`config.mk`:
```
export PLATFORM = sky130hd
export DESIGN_NAME = traffic_phase_controller
export DESIGN_NICKNAME = d
export VERILOG_FILES = /design/src/rtl/traffic_phase_controller.sv
export SDC_FILE = /design/constraint.sdc
export NUM_CORES = 1
export LEC_CHECK = 0
export CAP_MARGIN = 20
export CELL_PAD_IN_SITES_DETAIL_PLACEMENT = 1
export CELL_PAD_IN_SITES_GLOBAL_PLACEMENT = 1
export CORE_MARGIN = 2
export CORE_UTILIZATION = 35
export DETAILED_ROUTE_END_ITERATION = 16
export GPL_TIMING_DRIVEN = 0
export PLACE_DENSITY_LB_ADDON = 0.1
export SLEW_MARGIN = 20
export SYNTH_ARGS = -nofsm -noshare
export SYNTH_HDL_FRONTEND = slang
export SYNTH_SLANG_ARGS = --single-unit
```
`constraint.sdc`:
```
create_clock -name clk -period 2 [get_ports clk]
set_input_delay 0.4 -clock clk [delete_from_list [all_inputs] [get_ports clk]]
set_output_delay 0.4 -clock clk [all_outputs]
set_load 0.02 [all_outputs]
```
`src/rtl/traffic_phase_controller.sv`:
```
// Round-robin signal controller for NUM_PHASES exclusive phases with min/max green,
// yellow and all-red clearance, emergency preemption and night flash.
module traffic_phase_controller #(
  parameter int NUM_PHASES    = 4,
  parameter int GREEN_MIN     = 3,
  parameter int GREEN_MAX     = 5,
  parameter int YELLOW_CYCLES = 2,
  parameter int ALLRED_CYCLES = 1,
  parameter int FLASH_HALF    = 4,
  parameter int PW            = $clog2(NUM_PHASES)
) (
  input  logic                    clk,
  input  logic                    reset,
  input  logic [NUM_PHASES-1:0]   phase_sensor,
  input  logic                    preempt,
  input  logic [PW-1:0]           preempt_phase,
  input  logic                    flash_mode,
  output logic [2*NUM_PHASES-1:0] phase_light,
  output logic [PW-1:0]           active_phase,
  output logic                    phase_active,
  output logic                    in_flash
);

  localparam int M1 = (GREEN_MAX > YELLOW_CYCLES) ? GREEN_MAX : YELLOW_CYCLES;
  localparam int M2 = (M1 > ALLRED_CYCLES) ? M1 : ALLRED_CYCLES;
  localparam int M3 = (M2 > FLASH_HALF) ? M2 : FLASH_HALF;
  localparam int CW = $clog2(M3 + 1);

  localparam logic [CW-1:0] ONE_C  = CW'(1);
  localparam logic [CW-1:0] GMIN_C = CW'(GREEN_MIN);
  localparam logic [CW-1:0] GMAX_C = CW'(GREEN_MAX);
  localparam logic [CW-1:0] YEL_C  = CW'(YELLOW_CYCLES);
  localparam logic [CW-1:0] AR_C   = CW'(ALLRED_CYCLES);
  localparam logic [CW-1:0] FH_C   = CW'(FLASH_HALF);

  localparam logic [1:0] COL_RED    = 2'b00;
  localparam logic [1:0] COL_YELLOW = 2'b01;
  localparam logic [1:0] COL_GREEN  = 2'b10;

  typedef enum logic [2:0] {
    S_HOLD_RED,
    S_GREEN,
    S_YELLOW,
    S_ALL_RED,
    S_FLASH
  } state_t;

  state_t          state_q, state_d;
  logic [PW-1:0]   cur_q, cur_d;
  logic [PW-1:0]   rr_q, rr_d;
  logic [CW-1:0]   cnt_q, cnt_d;
  logic [CW-1:0]   bcnt_q, bcnt_d;
  logic            blink_q, blink_d;

  // First requester at or after ptr, wrapping; rotation keeps the scan order fair.
  function automatic logic [PW-1:0] pick(input logic [NUM_PHASES-1:0] req,
                                         input logic [PW-1:0] ptr);
    logic [2*NUM_PHASES-1:0] dbl;
    logic [PW-1:0]           w;
    logic                    found;
    dbl   = {req, req} >> ptr;
    w     = '0;
    found = 1'b0;
    for (int i = 0; i < NUM_PHASES; i++) begin
      if (!found && dbl[i]) begin
        w     = PW'((int'(ptr) + i) % NUM_PHASES);
        found = 1'b1;
      end
    end
    return w;
  endfunction

  logic [PW-1:0]         win;
  logic [NUM_PHASES-1:0] own_mask;
  logic                  own_req, other_req;
  state_t                arb_state;
  logic [PW-1:0]         arb_cur, arb_rr;
  logic                  take_arb, leave_green;

  always_comb begin
    win = pick(phase_sensor, rr_q);
    own_mask = '0;
    for (int i = 0; i < NUM_PHASES; i++) begin
      if (PW'(i) == cur_q) own_mask[i] = 1'b1;
    end
    own_req   = |(phase_sensor & own_mask);
    other_req = |(phase_sensor & ~own_mask);

    // Shared by HOLD_RED and the last all-red cycle: flash > preempt > sensors.
    arb_state = S_HOLD_RED;
    arb_cur   = cur_q;
    arb_rr    = rr_q;
    if (flash_mode) begin
      arb_state = S_FLASH;
    end else if (preempt) begin
      arb_state = S_GREEN;
      arb_cur   = preempt_phase;
    end else if (|phase_sensor) begin
      arb_state = S_GREEN;
      arb_cur   = win;
      arb_rr    = PW'((int'(win) + 1) % NUM_PHASES);
    end
  end

  always_ff @(posedge clk) begin
    if (reset) begin
      state_q <= S_HOLD_RED;
      cur_q   <= '0;
      rr_q    <= '0;
      cnt_q   <= '0;
      bcnt_q  <= '0;
      blink_q <= 1'b0;
    end else begin
      state_q <= state_d;
      cur_q   <= cur_d;
      rr_q    <= rr_d;
      cnt_q   <= cnt_d;
      bcnt_q  <= bcnt_d;
      blink_q <= blink_d;
    end
  end

  always_comb begin
    state_d  = state_q;
    cur_d    = cur_q;
    rr_d     = rr_q;
    cnt_d    = cnt_q;
    bcnt_d   = bcnt_q;
    blink_d  = blink_q;
    take_arb = 1'b0;
    leave_green = flash_mode
               || (preempt && (preempt_phase != cur_q))
               || (!preempt && (cnt_q >= GMIN_C) && !own_req)
               || (!preempt && (cnt_q >= GMAX_C) && other_req);

    unique case (state_q)
      S_HOLD_RED: take_arb = 1'b1;
      S_GREEN: begin
        if (leave_green) begin
          state_d = S_YELLOW;
          cnt_d   = ONE_C;
        end else if (cnt_q < GMAX_C) begin
          cnt_d = cnt_q + ONE_C;
        end
      end
      S_YELLOW: begin
        if (cnt_q == YEL_C) begin
          state_d = S_ALL_RED;
          cnt_d   = ONE_C;
        end else begin
          cnt_d = cnt_q + ONE_C;
        end
      end
      S_ALL_RED: begin
        if (cnt_q == AR_C) take_arb = 1'b1;
        else cnt_d = cnt_q + ONE_C;
      end
      S_FLASH: begin
        if (!flash_mode) begin
          state_d = S_ALL_RED;
          cnt_d   = ONE_C;
          blink_d = 1'b0;
        end else if (bcnt_q == FH_C) begin
          blink_d = ~blink_q;
          bcnt_d  = ONE_C;
        end else begin
          bcnt_d = bcnt_q + ONE_C;
        end
      end
      default: state_d = S_HOLD_RED;
    endcase

    if (take_arb) begin
      state_d = arb_state;
      cur_d   = arb_cur;
      rr_d    = arb_rr;
      cnt_d   = (arb_state == S_HOLD_RED) ? '0 : ONE_C;
      if (arb_state == S_FLASH) begin
        blink_d = 1'b1;
        bcnt_d  = ONE_C;
      end
    end
  end

  always_comb begin
    phase_light  = {NUM_PHASES{COL_RED}};
    active_phase = '0;
    phase_active = 1'b0;
    in_flash     = 1'b0;
    unique case (state_q)
      S_GREEN, S_YELLOW: begin
        for (int i = 0; i < NUM_PHASES; i++) begin
          if (PW'(i) == cur_q)
            phase_light[2*i +: 2] = (state_q == S_GREEN) ? COL_GREEN : COL_YELLOW;
        end
        active_phase = cur_q;
        phase_active = 1'b1;
      end
      S_FLASH: begin
        in_flash = 1'b1;
        if (blink_q) phase_light = {NUM_PHASES{COL_YELLOW}};
      end
      default: ;
    endcase
  end

endmodule

```
### Word-level counts from Yosys, hierarchy flattened

Cells that the tools add are included.

| storage, ports and cells | value |
|---|---|
| register bits | 14 |
| input port bits | 10 |
| logic and storage cells | 121 |
| output and inout port bits | 12 |

| operators by class | value |
|---|---|
| shift operators | 1 |
| add/sub/neg operators | 6 |
| $lt $le $gt $ge | 3 |
| bitwise operators | 6 |
| mux-type cells | 51 |
| equal/unequal tests | 18 |
| reductions and logical operators | 30 |

Operators with widths:

| kind | count |
|---|---|
| 2-to-1 mux 3 bit | 16 |
| 2-to-1 mux 2 bit | 12 |
| one-hot mux 3 bit (4 select lines) | 2 |
| 2-to-1 mux 1 bit | 18 |
| one-hot mux 8 bit (2 select lines) | 1 |
| inequality test 3 bit (second input constant) | 4 |
| AND reduction 4 bit | 3 |
| OR reduction 4 bit | 3 |
| == test 3 x 2 -> 1 bit (second input constant) | 3 |
| == test 3 bit (second input constant) | 3 |
| AND 4 bit | 2 |
| logical AND 1 bit | 8 |
| >> shifter 8 x 2 -> 4 bit | 1 |
| 2-to-1 mux 7 bit | 1 |
| adder 3 x 1 -> 3 bit (second input constant) | 2 |
| == test 3 x 1 -> 1 bit (second input constant) | 2 |
| zero test 3 bit | 2 |
| zero test 1 bit | 5 |
| nonzero test 5 bit | 1 |
| adder 2 x 1 -> 2 bit (second input constant) | 2 |
| adder 2 bit (second input constant) | 2 |
| == test 2 bit (first input constant) | 2 |
| inequality test 4 bit (second input constant) | 1 |
| NOT 4 bit | 1 |
| other kinds (13) | 18 |

### Longest topological paths before layout

| logic depth | value |
|---|---|
| depth after elaboration | 13 |
| depth in mapped cells | 7 |
| mapped depth without buffers | 7 |

### Worst setup path after synthesis

No wires, ideal clock.

| path | value |
|---|---|
| path type | register -> output |
| start point | register state_q[0] |
| end point | output phase_light[5] |
| data arrival time | 1.658 ns |
| data required time | 1.600 ns |
| path buffers | 2 |
| stages on the path, launching flop included | 5 |
| slack | -0.058 ns |
| cells stage by stage | dfxtp_1 buf_2 clkbuf_1 or3b_1 nor3b_1 |

| between the ends | value |
|---|---|
| word-level cells in the longest chain between the ends | 4 |
| elaborated cells on any way between the ends | 7 |
| classes of those cells | eq/ne (3); mux (3); reduce/logical (1) |

Ends and longest elaborated chain:

| item | RTL line | text |
|---|---|---|
| start, declared | 48 | `state_t state_q, state_d;` |
| start signal, assigned | 114 | `state_q <= state_d;` |
| == test 3 x 1 -> 1 bit | 190, 194 |  |
| 2-to-1 mux 2 bit | 194 | `phase_light[2*i +: 2] = (state_q == S_GREEN) ? COL_GREEN : COL_YELLOW;` |
| 2-to-1 mux 2 bit | 193 | `if (PW'(i) == cur_q)` |
| one-hot mux 8 bit (2 select lines) (*) | 190 | `unique case (state_q)` |
| end, declared | 18 | `output logic [2*NUM_PHASES-1:0] phase_light,` |

Mark *: on every way between the ends. The rest lies on a longest branch, timed or not.

### Worst setup path after layout

Same ends and word-level chain as after synthesis.

==> flow_summary.json <==
{
  "synthCells": 164,
  "finalHoldViolCount": 0,
  "drtIter0Drc": 48,
  "yosys.area.top_type_share_pct": 22.6,
  "reg2reg_depth": 6,
  "async_reset_ff_share_pct": 0,
  "synth_warnings": 0,
  "status": "finished, final reports clean",
  "numCtsBuffers": 3,
  "drt-vias-per-instance": 5.63,
  "power_frac_comb_pct": 58.3,
  "vias": 1386,
  "cp.depth": 5,
  "yosys-top-cells-count": "15 x nand2_1, 14 x dfxtp_1, 13 x nor2_1, 12 x a21oi_1",
  "synthTopCellsByArea": "dfxtp_1 23%, ha_1 6.1%, a21oi_1 4.8%, a211oi_1 4.8%, nand2_1 4.5%",
  "drive_above_1_share_pct": 33.0,
  "grt_max_degree": 11,
  "synth_edf_count": 0,
  "timing.rr.start": "cur_q[0]",
  "yosysTopAreaCell": "dfxtp_1",
  "path_clk_slew_ns": 0.09,
  "power_frac_seq_pct": 26.8,
  "cp-end-kind": "primary output",
  "criticalPathCategory": "register to primary output",
  "drt_first_pass_iters": 4,
  "period_minus_slack_ns": 1.96,
  "antenna_found_initial": 0,
  "worstPathCellList": "buf_6 > buf_8 > or3b_4 > nor3b_2 > buf_4",
  "worst_ep_arrival_time_ns": 1.56,
  "num_io_pins": 22,
  "syn_area_mm2": 0.00124,
  "overflow": 0,
  "yosysSeqAreaShare_pct": 22.6,
  "wire_per_inst_um": 17.1,
  "n_antenna_cell": 0,
  "start_util_pct": 36.8,
  "io_buffer_count": 21,
  "p_sw_share_pct": 42.4,
  "r2r_slack_ns": 0.07,
  "fill_cells": 436,
  "powerDensity_mw_per_mm2": 832,
  "worstMarginPinSlew_ns": 0.634,
  "max_freq_mhz": 510,
  "clock_latency_ns": 0.29,
  "setup-violations-final": 0,
  "slowest_stage": "or3b_4",
  "dp_hpwl_um": 2960,
  "startpoint": "state_q[0]",
  "syn_to_final_growth_pct": 42.2,
  "grt_pass1_wl_um": 6770,
  "ctsHoldBuffers": 0,
  "synth_flop_cell": "dfxtp_1",
  "final_max_slew_viol_count": 0,
  "relSlewSlack_pct": 57.4,
  "die_w_um": 63.5,
  "root_buffer": "clkbuf_4",
  "post-place-cells": 231,
  "peakVddDrop_mv": 0.283,
  "cap_violations": 0,
  "p_sw_mw": 0.621,
  "setup_tns_ns": 0,
  "synth_fp_nets": 180,
  "seq_area_um2": 295,
  "core.rowCount": 21,
  "synth_most_common_cell": "nand2_1",
  "skew_ns": 0.000849,
  "grt_pass1_vias": 1417,
  "num-nets-final": 217,
  "routed_wl_um": 4200,
  "fp.dieArea_mm2": 0.00403,
  "coreArea_mm2": 0.00336,
  "clockBufferDepth": 2,
  "htree_levels": 1,
  "critPathCapture": "phase_light[5]",
  "grt_setup_unrepaired": "yes",
  "cp_slowest_stage_delay_ns": 0.39,
  "stdcell_count": 246,
  "postRouteAntennaNets": 0,
  "cp_max_fo": 5,
  "grt_use_total_pct": 21.4,
  "critPathBufInv": 3,
  "min_path_type": "register to register",
  "r2r-end": "cnt_q[1]",
  "drcViolationCount": 0,
  "start_kind": "register",
  "fp.dieH_um": 63.5,
  "fin_crit_sh_pct": 98.1,
  "place.gp.congestion": 0.836,
  "p_leak_nw": 0.708,
  "required_ns": 1.60,
  "tritoncts": "yes",
  "cts.sinks": 14,
  "syn_area_per_cell_um2": 7.55,
  "p_int_mw": 0.844,
  "ys_types": 48,
  "ys_ff_latch": 14,
  "clkPwrFrac_pct": 14.9,
  "multi_input_area_mm2": 0.00100,
  "crit_family": "simple AND/OR/NAND/NOR gates"
}
==> cells in the final DEF, fill, tap and decap left out, types with 5 or more instances in the layout <==
| cell | instances |
|---|---|
| clkbuf_2 | 5 |
| buf_6 | 6 |
| nand2_1 | 15 |
| dfxtp_1 | 6 |
| dlygate4sd2_1 | 5 |
| a21oi_1 | 11 |
| inv_1 | 8 |
| a211oi_1 | 5 |
| dfxtp_2 | 6 |
| o21ai_0 | 6 |
| nor2_1 | 13 |
| nand3_1 | 5 |
| buf_4 | 12 |
==> cells by family (layout without fill, tap and decap cells) <==
family	Yosys count	in the layout	synth area share [%]
simple gates	64	64	27.4
mux	5	5	5.05
flops	14	14	22.6
compound gates	52	52	29.5
buf+inv	19	55	6.57
fa+ha+maj	6	6	6.06
xor+xnor	4	4	2.83
==> per-layer routing <==
layer / up-vias / part of all wire [%] / global-route usage, % / routed length, um
li1: 679 / - / - / -
met1: 683 / 45 / 25.8 / 1900
met2: 19 / 51 / 38.3 / 2150
met3: 5 / 2.3 / 3.39 / 95
met4: 0 / 1.4 / 7.34 / 57
met5: - / 0 / 0 / 0
==> power by group through the flow <==
| stage | Sequential, mW | Combinational (mW) | Clock [mW] |
|---|---|---|---|
| final | 0.393 | 0.855 | 0.218 |
| after global routing | 0.401 | 0.930 | 0.241 |
| after CTS | 0.386 | 0.758 | 0.221 |
| after detailed placement | 0.374 | 0.692 | 0 |
| after global placement | 0.369 | 0.665 | 0 |
| after floorplan | 0.360 | 0.475 | 0 |
==> final cells by class <==
class	instances	share of cell area (%)
multi-input cells	131	56.8
flip-flops and latches	14	16.8
repair buffers	33	14.7
plain buffers	8	4.26
well taps	46	3.27
inverters	10	2.13
clock buffers	4	2.06
==> stage by stage <==
step | total power [mW] | util (%) | instance area (um2) | worst slack, ns | hold WS [ns]
3_5_place_dp | 1.07 | 44.9 | 1510 | -0.500 | 0.494
3_3_place_gp | 1.03 | 44.9 | 1510 | -0.463 | 0.466
4_1_cts | 1.36 | 49.3 | 1660 | -0.0121 | 0.507
6_report | 1.47 | 52.4 | 1760 | 0.0378 | 0.505
2_1_floorplan | 0.836 | - | 1240 | -0.00843 | 0.450
5_1_grt | 1.57 | 52.4 | 1760 | -0.0333 | 0.516
==> worst register-to-register path, cell delays in order (launching register included) <==
cell and delay, ns:
dfxtp_2 0.34, buf_6 0.12, mux4_2 0.53, nor3_4 0.21
nor3_4 0.08, a211o_1 0.33, a32o_1 0.23
==> worst min-delay path by stage <==
stage	start	to	slack, ns	cells after the start
final	blink_q	blink_q	0.51	2
after global routing	blink_q	blink_q	0.52	2
after CTS	blink_q	blink_q	0.51	2
after detailed placement	blink_q	blink_q	0.49	2
after global placement	blink_q	blink_q	0.47	2
after floorplan	blink_q	blink_q	0.45	2
==> timing repair <==
action,CTS,global route
endpoints found under the setup margin,20,20
gates cloned,0,0
pin swaps,2,6
gates resized for setup,61,36
buffers inserted,6,6
Power figures use the tool's default switching activity.
